<file path="src/rtl/tape_ctrl_if.sv">
// Loader-side download bus and the shared tape-image RAM port.
// The master drives the loader strobes. The slave (tape_ctrl) drives the RAM port.
interface tape_ctrl_if;
    logic        dl_active;
    logic        dl_wr;
    logic [15:0] dl_addr;
    logic [7:0]  dl_data;
    logic [15:0] ram_addr;
    logic [7:0]  ram_din;
    logic        ram_we;

    modport master (
        output dl_active, dl_wr, dl_addr, dl_data,
        input  ram_addr, ram_din, ram_we
    );

    modport slave (
        input  dl_active, dl_wr, dl_addr, dl_data,
        output ram_addr, ram_din, ram_we
    );
endinterface

</file>
<file path="src/rtl/tape_ctrl.sv">
// Cassette emulation sequencer: arbitrates the tape RAM between loader and player,
// generates the bit-cell strobe and drives the player's ctrl/reset inputs.
module tape_ctrl #(
    parameter int CLK_DIV = 2400,
    parameter int TMO     = 8
) (
    input  logic         clk,
    input  logic         reset,
    tape_ctrl_if.slave   bus,
    input  logic         key_play,
    input  logic         key_stop,
    input  logic         key_rewind,
    input  logic         tape_req,
    input  logic [15:0]  tape_addr,
    output logic [15:0]  length,
    output logic [1:0]   ctrl,
    output logic         player_reset,
    output logic         tape_clk,
    output logic [2:0]   status
);
    localparam int DIV_W = $clog2(CLK_DIV);
    localparam int TMO_W = $clog2(TMO + 1);

    typedef enum logic [2:0] {
        EMPTY  = 3'd0,
        LOAD   = 3'd1,
        READY  = 3'd2,
        PLAY   = 3'd3,
        REWIND = 3'd4
    } state_t;

    state_t             state_q, state_d;
    logic [15:0]        length_q, length_d;
    logic [1:0]         ctrl_q, ctrl_d;
    logic               player_reset_q, player_reset_d;
    logic               tape_clk_q, tape_clk_d;
    logic [DIV_W-1:0]   div_cnt_q, div_cnt_d;
    logic [TMO_W-1:0]   tmo_cnt_q, tmo_cnt_d;
    logic               seen_req_q, seen_req_d;
    logic               rew_cnt_q, rew_cnt_d;
    logic               tape_req_q;

    // Highest written address + 1, saturating so a write at 0xFFFF reports 0xFFFF.
    function automatic logic [15:0] grow_length(input logic [15:0] cur, input logic [15:0] addr);
        logic [16:0] inc;
        logic [15:0] sat;
        inc = {1'b0, addr} + 17'd1;
        sat = inc[16] ? 16'hFFFF : inc[15:0];
        return (sat > cur) ? sat : cur;
    endfunction

    logic tape_req_fall;
    logic play_timeout;
    assign tape_req_fall = tape_req_q && !tape_req;
    assign play_timeout  = !seen_req_q && !tape_req && (tmo_cnt_q == TMO_W'(TMO - 1));

    always_comb begin
        state_d        = state_q;
        length_d       = length_q;
        ctrl_d         = 2'd0;
        player_reset_d = 1'b0;
        rew_cnt_d      = 1'b0;
        tmo_cnt_d      = tmo_cnt_q;
        seen_req_d     = seen_req_q;
        if (div_cnt_q == DIV_W'(CLK_DIV - 1)) begin
            div_cnt_d  = '0;
            tape_clk_d = 1'b1;
        end else begin
            div_cnt_d  = div_cnt_q + 1'b1;
            tape_clk_d = 1'b0;
        end

        if (bus.dl_active) begin
            if (state_q != LOAD) begin
                state_d        = LOAD;
                length_d       = '0;
                // Aborting an active player keeps it in reset for the whole download.
                player_reset_d = (state_q == PLAY) || (state_q == REWIND);
            end else begin
                player_reset_d = player_reset_q;
                if (bus.dl_wr)
                    length_d = grow_length(length_q, bus.dl_addr);
            end
        end else begin
            case (state_q)
                LOAD: begin
                    if (length_q == 16'd0) begin
                        state_d = EMPTY;
                    end else begin
                        state_d        = REWIND;
                        player_reset_d = 1'b1;
                    end
                end
                READY: begin
                    if (key_stop) begin
                        state_d = READY;
                    end else if (key_rewind) begin
                        state_d        = REWIND;
                        player_reset_d = 1'b1;
                    end else if (key_play) begin
                        state_d    = PLAY;
                        ctrl_d     = 2'd1;
                        tmo_cnt_d  = '0;
                        seen_req_d = 1'b0;
                        div_cnt_d  = '0;
                        tape_clk_d = 1'b0;
                    end
                end
                PLAY: begin
                    if (key_stop || key_rewind || tape_req_fall || play_timeout) begin
                        state_d        = REWIND;
                        player_reset_d = 1'b1;
                    end else begin
                        ctrl_d = (ctrl_q == 2'd1 && !tape_req) ? 2'd1 : 2'd0;
                        if (tape_req)
                            seen_req_d = 1'b1;
                        if (!seen_req_q)
                            tmo_cnt_d = tmo_cnt_q + 1'b1;
                    end
                end
                REWIND: begin
                    if (rew_cnt_q) begin
                        state_d = READY;
                    end else begin
                        rew_cnt_d      = 1'b1;
                        player_reset_d = 1'b1;
                    end
                end
                default: state_d = state_q;
            endcase
        end
    end

    always_ff @(posedge clk) begin
        if (reset) begin
            state_q        <= EMPTY;
            length_q       <= '0;
            ctrl_q         <= 2'd0;
            player_reset_q <= 1'b0;
            tape_clk_q     <= 1'b0;
            div_cnt_q      <= '0;
            tmo_cnt_q      <= '0;
            seen_req_q     <= 1'b0;
            rew_cnt_q      <= 1'b0;
            tape_req_q     <= 1'b0;
        end else begin
            state_q        <= state_d;
            length_q       <= length_d;
            ctrl_q         <= ctrl_d;
            player_reset_q <= player_reset_d;
            tape_clk_q     <= tape_clk_d;
            div_cnt_q      <= div_cnt_d;
            tmo_cnt_q      <= tmo_cnt_d;
            seen_req_q     <= seen_req_d;
            rew_cnt_q      <= rew_cnt_d;
            tape_req_q     <= tape_req;
        end
    end

    // RAM port follows the registered state; writes only while the download is live.
    always_comb begin
        bus.ram_addr = tape_addr;
        bus.ram_din  = 8'd0;
        bus.ram_we   = 1'b0;
        if (state_q == LOAD) begin
            bus.ram_addr = bus.dl_addr;
            bus.ram_din  = bus.dl_data;
            bus.ram_we   = bus.dl_wr && bus.dl_active;
        end
    end

    assign length       = length_q;
    assign ctrl         = ctrl_q;
    assign player_reset = player_reset_q;
    assign tape_clk     = tape_clk_q;
    assign status       = state_q;
endmodule

</file>
<file path="src/flat_wrapper.sv">
// flat-port wrapper written by rule: the top's interface ports become plain ports
module tape_ctrl_flat 
#(
    parameter int CLK_DIV = 2400,
    parameter int TMO     = 8
)
  (clk, reset, key_play, key_stop, key_rewind, tape_req, tape_addr, length, ctrl, player_reset, tape_clk, status, bus_dl_active, bus_dl_wr, bus_dl_addr, bus_dl_data, bus_ram_addr, bus_ram_din, bus_ram_we);
  tape_ctrl_if bus_i ();
  input  logic clk;
  input  logic reset;
  input  logic key_play;
  input  logic key_stop;
  input  logic key_rewind;
  input  logic tape_req;
  input  logic [15:0] tape_addr;
  output logic [15:0] length;
  output logic [1:0] ctrl;
  output logic player_reset;
  output logic tape_clk;
  output logic [2:0] status;
  input wire logic [$bits(bus_i.dl_active)-1:0] bus_dl_active;
  input wire logic [$bits(bus_i.dl_wr)-1:0] bus_dl_wr;
  input wire logic [$bits(bus_i.dl_addr)-1:0] bus_dl_addr;
  input wire logic [$bits(bus_i.dl_data)-1:0] bus_dl_data;
  output wire logic [$bits(bus_i.ram_addr)-1:0] bus_ram_addr;
  output wire logic [$bits(bus_i.ram_din)-1:0] bus_ram_din;
  output wire logic [$bits(bus_i.ram_we)-1:0] bus_ram_we;
  assign bus_i.dl_active = bus_dl_active;
  assign bus_i.dl_wr = bus_dl_wr;
  assign bus_i.dl_addr = bus_dl_addr;
  assign bus_i.dl_data = bus_dl_data;
  assign bus_ram_addr = bus_i.ram_addr;
  assign bus_ram_din = bus_i.ram_din;
  assign bus_ram_we = bus_i.ram_we;
  tape_ctrl #(.CLK_DIV(CLK_DIV), .TMO(TMO)) u_core (.clk(clk), .reset(reset), .bus(bus_i), .key_play(key_play), .key_stop(key_stop), .key_rewind(key_rewind), .tape_req(tape_req), .tape_addr(tape_addr), .length(length), .ctrl(ctrl), .player_reset(player_reset), .tape_clk(tape_clk), .status(status));
endmodule
</file>
<file path="config.mk">
export PLATFORM = sky130hd
export DESIGN_NAME = tape_ctrl_flat
export DESIGN_NICKNAME = d
export VERILOG_FILES = /design/src/rtl/tape_ctrl_if.sv /design/src/rtl/tape_ctrl.sv /design/src/flat_wrapper.sv
export SDC_FILE = /design/constraint.sdc
export NUM_CORES = 1
export LEC_CHECK = 0
export ABC_CLOCK_PERIOD_IN_PS = 4000
export CORE_ASPECT_RATIO = 0.75
export CORE_MARGIN = 3
export CORE_UTILIZATION = 47
export CTS_CLUSTER_DIAMETER = 100
export CTS_CLUSTER_SIZE = 30
export DETAILED_ROUTE_END_ITERATION = 7
export PLACE_DENSITY = 0.92
export SYNTH_ARGS = -nofsm -noshare
export SYNTH_HDL_FRONTEND = slang
export SYNTH_SLANG_ARGS = --single-unit
</file>
<file path="constraint.sdc">
create_clock -name clk -period 4 [get_ports clk]
set_clock_uncertainty 0.05 [all_clocks]
set_input_delay 0.8 -clock clk [delete_from_list [all_inputs] [get_ports clk]]
set_output_delay 0.8 -clock clk [all_outputs]
set_load 0.02 [all_outputs]
</file>
==> impl_results.rst <==
.. list-table::
   :header-rows: 1

   * - Metric
     - Value
   * - Status
     - finished clean
   * - Largest net degree at the start of global routing
     - 30
   * - Smallest hold slack
     - 0.4284 ns
   * - Post-DR wirelength/cell
     - 15.68 µm
   * - Total iterations of the first detailed-routing run
     - 4
   * - Final setup violation count
     - 0
   * - VDD IR max
     - 142.5 µV
   * - Clock tree root buffer cell
     - clkbuf_8
   * - Gate count of the mapped netlist
     - 352
   * - Number of rows in the core area
     - 24
   * - CP max FO
     - 15
   * - Endpoint required time on the critical path
     - 4.13 ns
   * - Max_slew headroom
     - 56.30%
   * - Post-synthesis sequential area ratio
     - 27.63%
   * - Post-synthesis area per instance
     - 8.438 µm²
   * - End point of the critical path
     - u_core.length[1]$_SDFFE_PP0P_
   * - Slew Viols, Final
     - 0
   * - Routability cong.
     - 0.9094
   * - Top flip-flop cell by instance count after synthesis
     - dfxtp_1
   * - Detailed router's first-iteration violation count
     - 244
   * - Antenna Diode Count
     - 0
   * - Type of the most critical hold path
     - flop to flop
   * - Synth warnings
     - 0
   * - Insertion delay of the later-clocked pin in the worst-skew pair
     - 0.29 ns
   * - Antenna violation net count after detailed routing
     - 0
   * - Clock H-tree levels
     - 2
   * - Critical path startpoint category
     - input port
   * - Critical path startpoint
     - bus_dl_addr[4]
   * - Antenna violations before repair
     - 0
   * - Transition time of the tightest slew-check pin
     - 0.6548 ns
   * - Nature of the critical path endpoint
     - flop
   * - Global-route wire length before repair
     - 13.64 mm
   * - Drt via density
     - 5.680
   * - Floorplan die height
     - 74.85 µm
   * - Worst setup path class
     - input port to flop
   * - Total Die Area
     - 0.007319 mm²
   * - R2R cell count
     - 7
   * - Final critical path time including I/O delays and setup
     - 3.837 ns
   * - Total number of vias
     - 3022
   * - Dpl ws
     - -0.1662 ns
   * - Top-Level Pins
     - 96
   * - Gr usage total
     - 22.81%
   * - Mapped Area
     - 0.002970 mm²
   * - Fraction of the cycle the final worst path needs
     - 95.94%
   * - Remaining global-route overflow
     - 0
   * - DP Wirelength
     - 6.562 mm
   * - WL final
     - 8.343 mm
   * - Minimum setup slack among reg-to-reg paths
     - 1.66 ns
   * - Placeable core area
     - 0.005976 mm²
   * - Die Span X
     - 97.80 µm
   * - Number of global-route vias before repair
     - 2918
   * - #FFs+latches synth
     - 41
   * - Port Buffers
     - 94
   * - Endpoint of the lowest-slack register-to-register path
     - u_core.length[1]$_SDFFE_PP0P_
   * - Drc violations
     - 0
   * - EDFF count, synth
     - 0
   * - Initial core utilization
     - 49.71%
   * - Number of library cell types mapped by synthesis
     - 59
   * - Maximum capacitance violations
     - 0
   * - Post-CTS clock slew at the launch and capture registers of the worst setup and hold paths
     - 0.08 ns
   * - Max Fclk
     - 260.6 MHz
   * - CTS tree
     - built
   * - Async set or reset register ratio after synthesis
     - 0%
   * - Synthesis-to-finish area growth
     - 39.51%
   * - Crit path arrival time
     - 3.97 ns
   * - Number of buffers added by the clock tree synthesis step
     - 5
   * - Number of failing hold endpoints at the final stage
     - 0
   * - Leakage power summed over all cells
     - 1.553 nW
   * - Post-CTS setup buffer count
     - 0
   * - Post-synthesis net count
     - 419
   * - CTS sink cnt
     - 41
   * - Number of buffers between clock root and the deepest sink
     - 2
   * - Setup repair after global routing missed its margin
     - no
   * - Min setup slack post-route
     - 0.1625 ns
   * - Total power per unit cell area
     - 231.4 mW/mm²
   * - Reg2reg start
     - u_core.length[13]$_SDFFE_PP0P_
   * - Final layout net count
     - 521
   * - Ratio of cells with drive above 1 in the final layout
     - 13.44%
registers in the layout, summed over array words and instances, names as in the netlist:
name	cells
u_core.rew_cnt_q	1
u_core.tape_req_q	1
u_core.tape_clk	1
u_core.div_cnt_q	12
u_core.seen_req_q	1
u_core.ctrl	1
u_core.status	3
u_core.tmo_cnt_q	4
u_core.player_reset	1
u_core.length	16
timing repair:
item | CTS | global route
endpoints found under the hold margin | 0 | 0
hold buffers | 0 | 0
endpoints found under the setup margin | 0 | 16
gates resized for setup | 0 | 6
through the flow:
stage	cell area [µm²]	power (mW)	setup TNS, ns	util (%)	std cells
detailed placement	4029	0.6922	-2.438	67.42	525
global route	4144	1.003	0	69.35	532
global placement	4029	0.6835	-0.4414	67.42	525
CTS	4115	0.9610	0	68.87	532
floorplan	2970	0.5652	0	-	352
finish	4144	0.9589	0	69.35	532
layout by cell type, fill, tap and decap left out, types with 5 or more instances in the layout:
cell type         n
o21ai_0           9
mux2_2           16
nand2_1          39
clkdlybuf4s50_1  94
a21oi_1          18
o2bb2ai_2        10
xor2_1           10
buf_4            15
nor2_1           26
dfxtp_1          41
inv_1            23
nand4_1          13
xnor2_1           7
and2_1           10
nand3_1          10
and3_1            7
nor2b_1           5
nand2b_1          5
clkbuf_8          6
o2bb2ai_1         5
ha_1             19
power by group:
part / internal [mW] / switching [mW] / leakage, nW / total (mW)
clock network: 0.137 / 0.134 / 0.0443 / 0.271
logic: 0.136 / 0.129 / 1.18 / 0.265
registers: 0.415 / 0.00863 / 0.332 / 0.423
total: 0.688 / 0.271 / 1.55 / 0.959
logic make-up after synthesis:
| group | synth area share [%] |
|---|---|
| other | 0.1262 |
| buffers and inverters | 6.192 |
| xor gates and xnor gates | 5.013 |
| muxes | 7.414 |
| adders and majority gates | 8.340 |
| DFF | 27.63 |
| and+or+nand+nor | 25.61 |
| AOI/OAI and AO/OA | 19.67 |
how the worst min path moves through the flow:
stage | start | endpoint | slack (ns) | cells after the start
2_1_floorplan | u_core.div_cnt_q[0]$_SDFF_PP0_ | u_core.div_cnt_q[0]$_SDFF_PP0_ | 0.38 | 1
3_3_place_gp | u_core.div_cnt_q[0]$_SDFF_PP0_ | u_core.div_cnt_q[0]$_SDFF_PP0_ | 0.39 | 1
3_5_place_dp | u_core.div_cnt_q[0]$_SDFF_PP0_ | u_core.div_cnt_q[0]$_SDFF_PP0_ | 0.41 | 1
4_1_cts | u_core.div_cnt_q[0]$_SDFF_PP0_ | u_core.div_cnt_q[0]$_SDFF_PP0_ | 0.43 | 1
5_1_grt | u_core.tmo_cnt_q[1]$_SDFFE_PP0P_ | u_core.tmo_cnt_q[1]$_SDFFE_PP0P_ | 0.44 | 2
6_report | u_core.tmo_cnt_q[1]$_SDFFE_PP0P_ | u_core.tmo_cnt_q[1]$_SDFFE_PP0P_ | 0.43 | 2
critical path, stage by stage:
cell             delay (ns)
clkdlybuf4s50_1        0.55
nand4_1                0.22
nor2_2                 0.25
a21oi_1                0.09
o21ai_0                0.35
ha_1                   0.33
a21o_1                 0.17
a21o_1                 0.18
a2111o_1               0.47
o31a_4                 0.41
o2bb2ai_1              0.16
cell usage after synthesis (8+ instances only):
cell       count  area share [%]
dfxtp_1       41              28
nand2_1       39             4.9
nor2_1        27             3.4
inv_1         23             2.9
ha_1          19             8.0
a21oi_1       18             3.0
mux2_2        16             6.1
nand4_1       13             2.7
and2_1        10             2.1
nand3_1       10             1.7
o2bb2ai_2     10             5.1
xor2_1        10             2.9
o21ai_0        9             1.5
and3_1         8             1.7
layer usage:
metal	global-route usage (%)	vias to the layer above	wire (µm)	part of all wire, %
met3	5.833	16	824	9.9
met4	6.912	0	184	2.2
met5	0	-	0	0
li1	-	1468	-	-
met1	27.49	1383	3396	41
met2	41.00	155	3937	47
area by class of cell:
type | count | area [µm²]
Clock buffer | 7 | 86.33
Fill cell | 459 | 1832
Sequential cell | 41 | 820.8
Tap cell | 78 | 97.59
Multi-Input combinational cell | 274 | 1999
Inverter | 23 | 86.33
Timing Repair Buffer | 109 | 1054
No activity file was read; power rests on OpenSTA's default activity.
